--- src/rtl/line_mem_adapter.sv ---
// Cache-line to 32-bit word-bus adapter: one 128-bit request becomes a four-beat burst.
// Optional statistics counters are compiled in with `define LINE_ADAPTER_STATS_EN.

package line_mem_adapter_pkg;

    typedef struct packed {
        logic [31:0]  addr;
        logic [127:0] data;
        logic         rw;
        logic         valid;
    } mem_req_type;

    typedef struct packed {
        logic [127:0] data;
        logic         ready;
    } mem_data_type;

endpackage

module line_mem_adapter
    import line_mem_adapter_pkg::*;
#(
    parameter int unsigned BASE_LANE = 0
) (
    input  logic         clk_i,
    input  logic         rst_i,
    input  mem_req_type  mem_req_i,
    output mem_data_type mem_data_o,
    output logic         bus_req_o,
    output logic         bus_we_o,
    output logic [31:0]  bus_addr_o,
    output logic [31:0]  bus_wdata_o,
    input  logic         bus_ack_i,
    input  logic [31:0]  bus_rdata_i,
    output logic [31:0]  no_rd_line_o,
    output logic [31:0]  no_wr_line_o,
    output logic [31:0]  no_stall_o
);

    typedef enum logic [1:0] {StIdle, StBeat, StDone} state_e;

    localparam logic [1:0] BaseLane = 2'(BASE_LANE);

    state_e       state_q, state_d;
    logic [1:0]   cnt_q;
    logic [27:0]  base_q;
    logic         rw_q;
    logic [127:0] line_q;
    logic [1:0]   lane;
    logic         beat_done;

    // Offset bits are dropped: bursts are always line aligned.
    logic unused_addr_bits;
    assign unused_addr_bits = ^mem_req_i.addr[3:0];

    assign lane      = BaseLane + cnt_q;
    assign beat_done = (state_q == StBeat) && bus_ack_i;

    always_ff @(posedge clk_i or posedge rst_i) begin
        if (rst_i) begin
            state_q <= StIdle;
        end else begin
            state_q <= state_d;
        end
    end

    always_comb begin
        state_d = state_q;
        unique case (state_q)
            StIdle: if (mem_req_i.valid) state_d = StBeat;
            StBeat: if (bus_ack_i && cnt_q == 2'd3) state_d = StDone;
            StDone: state_d = StIdle;
            default: state_d = StIdle;
        endcase
    end

    always_comb begin
        bus_req_o   = 1'b0;
        bus_we_o    = 1'b0;
        bus_addr_o  = '0;
        bus_wdata_o = '0;
        mem_data_o  = '{data: line_q, ready: 1'b0};
        unique case (state_q)
            StBeat: begin
                bus_req_o   = 1'b1;
                bus_we_o    = rw_q;
                bus_addr_o  = {base_q, lane, 2'b00};
                bus_wdata_o = line_q[{lane, 5'd0} +: 32];
            end
            StDone: mem_data_o.ready = 1'b1;
            default: ;
        endcase
    end

    always_ff @(posedge clk_i or posedge rst_i) begin
        if (rst_i) begin
            cnt_q  <= '0;
            base_q <= '0;
            rw_q   <= 1'b0;
            line_q <= '0;
        end else if (state_q == StIdle && mem_req_i.valid) begin
            cnt_q  <= '0;
            base_q <= mem_req_i.addr[31:4];
            rw_q   <= mem_req_i.rw;
            if (mem_req_i.rw) line_q <= mem_req_i.data;
        end else if (beat_done) begin
            // Counter wraps to 0 after the last beat, ready for the next burst.
            cnt_q <= cnt_q + 2'd1;
            if (!rw_q) line_q[{lane, 5'd0} +: 32] <= bus_rdata_i;
        end
    end

`ifdef LINE_ADAPTER_STATS_EN
    logic [31:0] rd_cnt_q, wr_cnt_q, stall_cnt_q;

    always_ff @(posedge clk_i or posedge rst_i) begin
        if (rst_i) begin
            rd_cnt_q    <= '0;
            wr_cnt_q    <= '0;
            stall_cnt_q <= '0;
        end else begin
            if (state_q == StDone) begin
                if (rw_q) wr_cnt_q <= wr_cnt_q + 32'd1;
                else      rd_cnt_q <= rd_cnt_q + 32'd1;
            end
            if (state_q == StBeat && !bus_ack_i) stall_cnt_q <= stall_cnt_q + 32'd1;
        end
    end

    assign no_rd_line_o = rd_cnt_q;
    assign no_wr_line_o = wr_cnt_q;
    assign no_stall_o   = stall_cnt_q;
`else
    assign no_rd_line_o = '0;
    assign no_wr_line_o = '0;
    assign no_stall_o   = '0;
`endif

endmodule

--- config.mk ---
export PLATFORM = sky130hd
export DESIGN_NAME = line_mem_adapter
export DESIGN_NICKNAME = d
export VERILOG_FILES = /design/src/rtl/line_mem_adapter.sv
export SDC_FILE = /design/constraint.sdc
export NUM_CORES = 1
export LEC_CHECK = 0
export ABC_AREA = 1
export CELL_PAD_IN_SITES_DETAIL_PLACEMENT = 2
export CELL_PAD_IN_SITES_GLOBAL_PLACEMENT = 2
export CORE_MARGIN = 4
export CORE_UTILIZATION = 22
export DETAILED_ROUTE_END_ITERATION = 6
export GPL_TIMING_DRIVEN = 0
export HOLD_SLACK_MARGIN = 0.12
export MAX_ROUTING_LAYER = met4
export PLACE_DENSITY_LB_ADDON = 0.1
export REMOVE_ABC_BUFFERS = 1
export SYNTH_ARGS = -nofsm -noshare
export SYNTH_HDL_FRONTEND = slang
export SYNTH_SLANG_ARGS = --single-unit
--- constraint.sdc ---
create_clock -name clk_i -period 12.3 [get_ports clk_i]
set_clock_uncertainty 0.15 [all_clocks]
set_input_delay 2.46 -clock clk_i [delete_from_list [all_inputs] [get_ports clk_i]]
set_output_delay 2.46 -clock clk_i [all_outputs]
set_load 0.01 [all_outputs]
# Yosys cells after proc, flatten, opt, wreduce, memory -nomap -nowiden

Index checks and enable logic that the tools add are counted.

Bits in registers: 161
Input bits: 197
Output and inout bits: 291
Logic and storage cells: 39

Add/subtract/negate cells: 2
Equality and inequality tests: 7
Shift-type cells: 3
Multiplexer cells: 15
Reductions and logical operators: 7

Operators with widths:

| kind                     | count |
|---|---|
| $mux 128                 | 4 |
| $bwmux 128               | 1 |
| $shift 32x9->128 const A | 1 |
| $shiftx 128x8->32        | 1 |
| $shiftx 32x9->128        | 1 |
| $mux 32                  | 2 |
| $neg 7->9                | 1 |
| $mux 2                   | 4 |
| $eq 2x2->1 const B       | 2 |
| $ne 2x1->1 const B       | 2 |
| $ne 2x2->1 const B       | 2 |
| $pmux 2 s2               | 1 |
| $logic_and 1x1->1        | 3 |
| $mux 1                   | 3 |
| $reduce_and 3->1         | 1 |
| $add 2x1->2 const B      | 1 |
| $eq 2x1->1 const B       | 1 |
| $logic_not 2->1          | 1 |
| $reduce_and 2->1         | 1 |
| $reduce_bool 2->1        | 1 |

# Longest topological paths before layout

Depth after elaboration: 6
Depth in mapped cells: 13

# Least setup slack after synthesis

No wires, ideal clock.

Path type: register -> output
Start: register cnt_q[0]
End: output port bus_wdata_o[11]
Arrival: 1.387 ns
Data required time: 9.690 ns
Setup slack: 8.303 ns
Stages on the path, launching flop included: 7
Cell sequence: dfrtp_1 > buf_2 > inv_2 > buf_2 > clkbuf_1 > o21ai_0 > a21oi_1

Longest elaborated chain between the ends: 2

Ends and longest elaborated chain:

| item                   | RTL line | source |
|---|---|---|
| start, declared        | 45       | `logic [1:0] cnt_q;` |
| start signal, assigned | 108      | `cnt_q <= cnt_q + 2'd1;` |
| $shiftx 128x8->32      | 88       | `bus_wdata_o = line_q[{lane, 5'd0} +: 32];` |
| $mux 32                | 83       | `unique case (state_q)` |
| end, declared          | 32       | `output logic [31:0] bus_wdata_o,` |

No other way between the ends.

# Final worst setup path

Start: register cnt_q[0]
End: output port bus_wdata_o[12]

Same word-level chain as after synthesis.

==> impl_metrics.py <==
metrics = {
    "power": {
        "p_clk_frac": 0.186,
        "power_mw": 3.53,
        "seqPwrFrac": 0.233,
        "power_frac_comb": 0.581,
        "internal_power_mw": 1.88,
        "irDropWorstVdd_mv": 0.106,
        "switching_share": 0.468,
        "switchingPower_mw": 1.65,
        "p_leak_nw": 7.40,
        "powerDensity_mw_per_mm2": 227,
    },
    "die": {
        "rows": 79,
        "start_util": 0.224,
        "die-area_mm2": 0.0513,
        "fp.coreArea_mm2": 0.0469,
        "die_height_um": 227,
        "die_w_um": 227,
        "io_pins": 488,
    },
    "synthesis": {
        "synth_cell_type_count": 23,
        "netlist_area_mm2": 0.0105,
        "synth.most_common_cell": "nand2_1",
        "yosysTopAreaCellShare": 0.383,
        "syn_avg_cell_area_um2": 6.44,
        "synthTopCellsByArea": "dfrtp_1, nand2_1, nor2_1, buf_4, o21ai_0",
        "yosysWarnings": 0,
        "synth_edf_count": 0,
        "ys_async_sr_fraction": 1.00,
        "ys_seq_area_frac": 0.383,
        "syn_inst": 1632,
        "yosys.area.top_type": "dfrtp_1",
        "synth_common_cells": "nand2_1, nor2_1, dfrtp_1",
        "yosys_most_used_dff": "dfrtp_1",
        "ys_ff_latch": 161,
    },
    "placement": {
        "io_buffer_count": 385,
        "preCtsSetupSlack_ns": 6.67,
        "dp_hpwl_mm": 40.5,
        "routabilityCongestion": 0.768,
    },
    "global_route": {
        "grt_pass1_wl_mm": 84.4,
        "antenna_found_initial": 16,
        "grt_max_degree": 110,
        "grt.overflow.total": 0,
        "track_usage": 0.230,
        "grt_pass1_vias": 12600,
    },
    "setup_path": {
        "rr_worst_depth": 10,
        "path_class": "flip-flop to primary output",
        "worstPathCellList": "buf_16 > inv_4 > buf_16 > o21ai_0 > a21oi_1 > clkdlybuf4s50_1",
        "cp_data_arrival_time_ns": 3.49,
        "critPathBufInv": 4,
        "crit_path_frequent_cell": "buf_16",
        "start_kind": "flip-flop",
        "critical_path_peak_fanout": 63,
        "max_stage_delay_ns": 0.74,
        "critPathCaptureType": "primary output",
        "slowest_stage": "dfrtp_4",
        "critPathRequiredTime_ns": 9.69,
        "crit_family": "buffers and inverters",
        "cp.depth": 6,
    },
    "route": {
        "wire_per_inst_um": 22.4,
        "drt-vias-per-instance": 4.55,
        "detailroute.via_count": 11700,
        "drt_first_pass_iters": 5,
        "ant_nets": 0,
        "drc": 0,
        "finalWirelength_mm": 57.9,
        "initialDrtViolationCount": 497,
    },
    "cts": {
        "cts-buffers-inserted": 17,
        "clk_pin_slew_ns": 0.07,
        "root_buffer": "clkbuf_16",
        "clk_latency_ns": 0.50,
        "htree_levels": 4,
        "cts_setup_buffers": 0,
        "postCtsHoldBufs": 0,
        "cts-resized-gates": 0,
        "cts_tree": "built",
        "clockBufferDepth": 2,
        "cts.sinks": 161,
    },
    "timing": {
        "hold_violations": 0,
        "maxSlewHeadroom": 0.394,
        "fin_crit_ns": 6.10,
        "rsz0062_at_grt": "false",
        "final-max-slew-violation-count": 0,
        "finalSetupTns_ns": 0,
        "fin_crit_sh": 0.496,
        "timing.hold.ws_ns": 0.350,
        "setup_ws_ns": 6.20,
        "tightestPinTransition_ns": 0.908,
        "fmax_ghz": 0.164,
        "finalSetupViolations": 0,
    },
    "min_path": {
        "whs_path_depth": 2,
        "hold_path_class": "flip-flop to flip-flop",
    },
    "layout": {
        "multi_input_area_mm2": 0.00547,
        "syn_to_final_growth_pct": 48.2,
        "seq_area_mm2": 0.00403,
        "fill_cells": 5571,
        "fin_nets": 2148,
        "drive_gt1_frac": 0.0409,
    },
    "run": {
        "drv_cap": 0,
    },
    "run_status": {
        "status": "finished, final reports clean",
    },
}
==> power groups by stage <==
stage               clock network [mW]  registers, mW  logic, mW
floorplan                            0          0.856      0.807
global placement                     0          0.882       1.87
finish                           0.656          0.824       2.05
global route                     0.698          0.847       2.25
CTS                              0.676          0.826       2.10
detailed placement                   0          0.834       2.08
==> layer usage <==
layer | part of all wire | GRT usage
met1 | 0.43 | 0.273
met2 | 0.50 | 0.386
met3 | 0.070 | 0.0782
met4 | 0.0091 | 0.0407
met5 | 0 | -
==> logic make-up after synthesis <==
family                   after synthesis  share of synthesized area
AND/OR/NAND/NOR                     1040                      0.389
buffers and inverters                255                      0.138
AO/OA/AOI/OAI                        169                     0.0819
flip-flops                           161                      0.383
adder cells (fa/ha/maj)                6                    0.00714
other                                  1                   0.000357
==> layout by cell type, fill, tap and decap left out, drive strengths merged <==
cell / n
a21oi: 41
nand4: 33
dfrtp: 161
nand2: 711
nor3: 1
clkbuf: 21
clkdlybuf4s50: 385
inv: 44
nand3: 67
bufinv: 6
nor2: 228
buf: 22
diode: 18
ha: 6
clkinv: 6
o21ai: 128
conb: 98
==> final cells by class <==
type | count | area share
Multi-Input combinational cell | 1313 | 0.351
Timing Repair Buffer | 407 | 0.282
Sequential cell | 161 | 0.259
Tap cell | 607 | 0.0488
Clock buffer | 21 | 0.0308
Clock inverter | 11 | 0.0132
Inverter | 45 | 0.0124
Antenna cell | 18 | 0.00289
==> state kept, by name, summed over array words and instances, names as in the netlist <==
register / cells
base_q: 28
cnt_q: 2
state_q: 2
rw_q: 1
line_q: 128
==> worst reg2reg max path: stages (launching register included) <==
cell	delay (ns)
dfrtp_2	0.58
buf_12	0.28
clkinv_2	0.76
ha_1	0.78
nand3_2	0.48
buf_12	0.36
nor2_1	0.16
nand2_1	0.08
nand2_1	0.10
nand2_1	0.06
nand2_1	0.06
==> path summary, 6_finish.rpt <==
kind / slack (ns) / end / from
max in group asynchronous: 8.77 / cnt_q[0]$_DFFE_PP0P_ / rst_i
setup / recovery: 6.20 / bus_wdata_o[12] / cnt_q[0]$_DFFE_PP0P_
min in group asynchronous: 2.30 / line_q[63]$_DFFE_PP0P_ / rst_i
hold / removal: 0.35 / line_q[41]$_DFFE_PP0P_ / line_q[41]$_DFFE_PP0P_
setup reg to reg: 8.37 / line_q[71]$_DFFE_PP0P_ / cnt_q[1]$_DFFE_PP0P_
hold reg to reg: 0.35 / line_q[41]$_DFFE_PP0P_ / line_q[41]$_DFFE_PP0P_
==> per-stage QoR <==
stage / cell area, µm² / cells / utilization
after CTS: 15500 / 2565 / 0.331
after global routing: 15600 / 2581 / 0.332
final: 15600 / 2583 / 0.332
after floorplan: 9590 / 1519 / -
after detailed placement: 14800 / 2533 / 0.317
after global placement: 14200 / 2511 / 0.303
No activity file was read; power rests on OpenSTA's default activity.
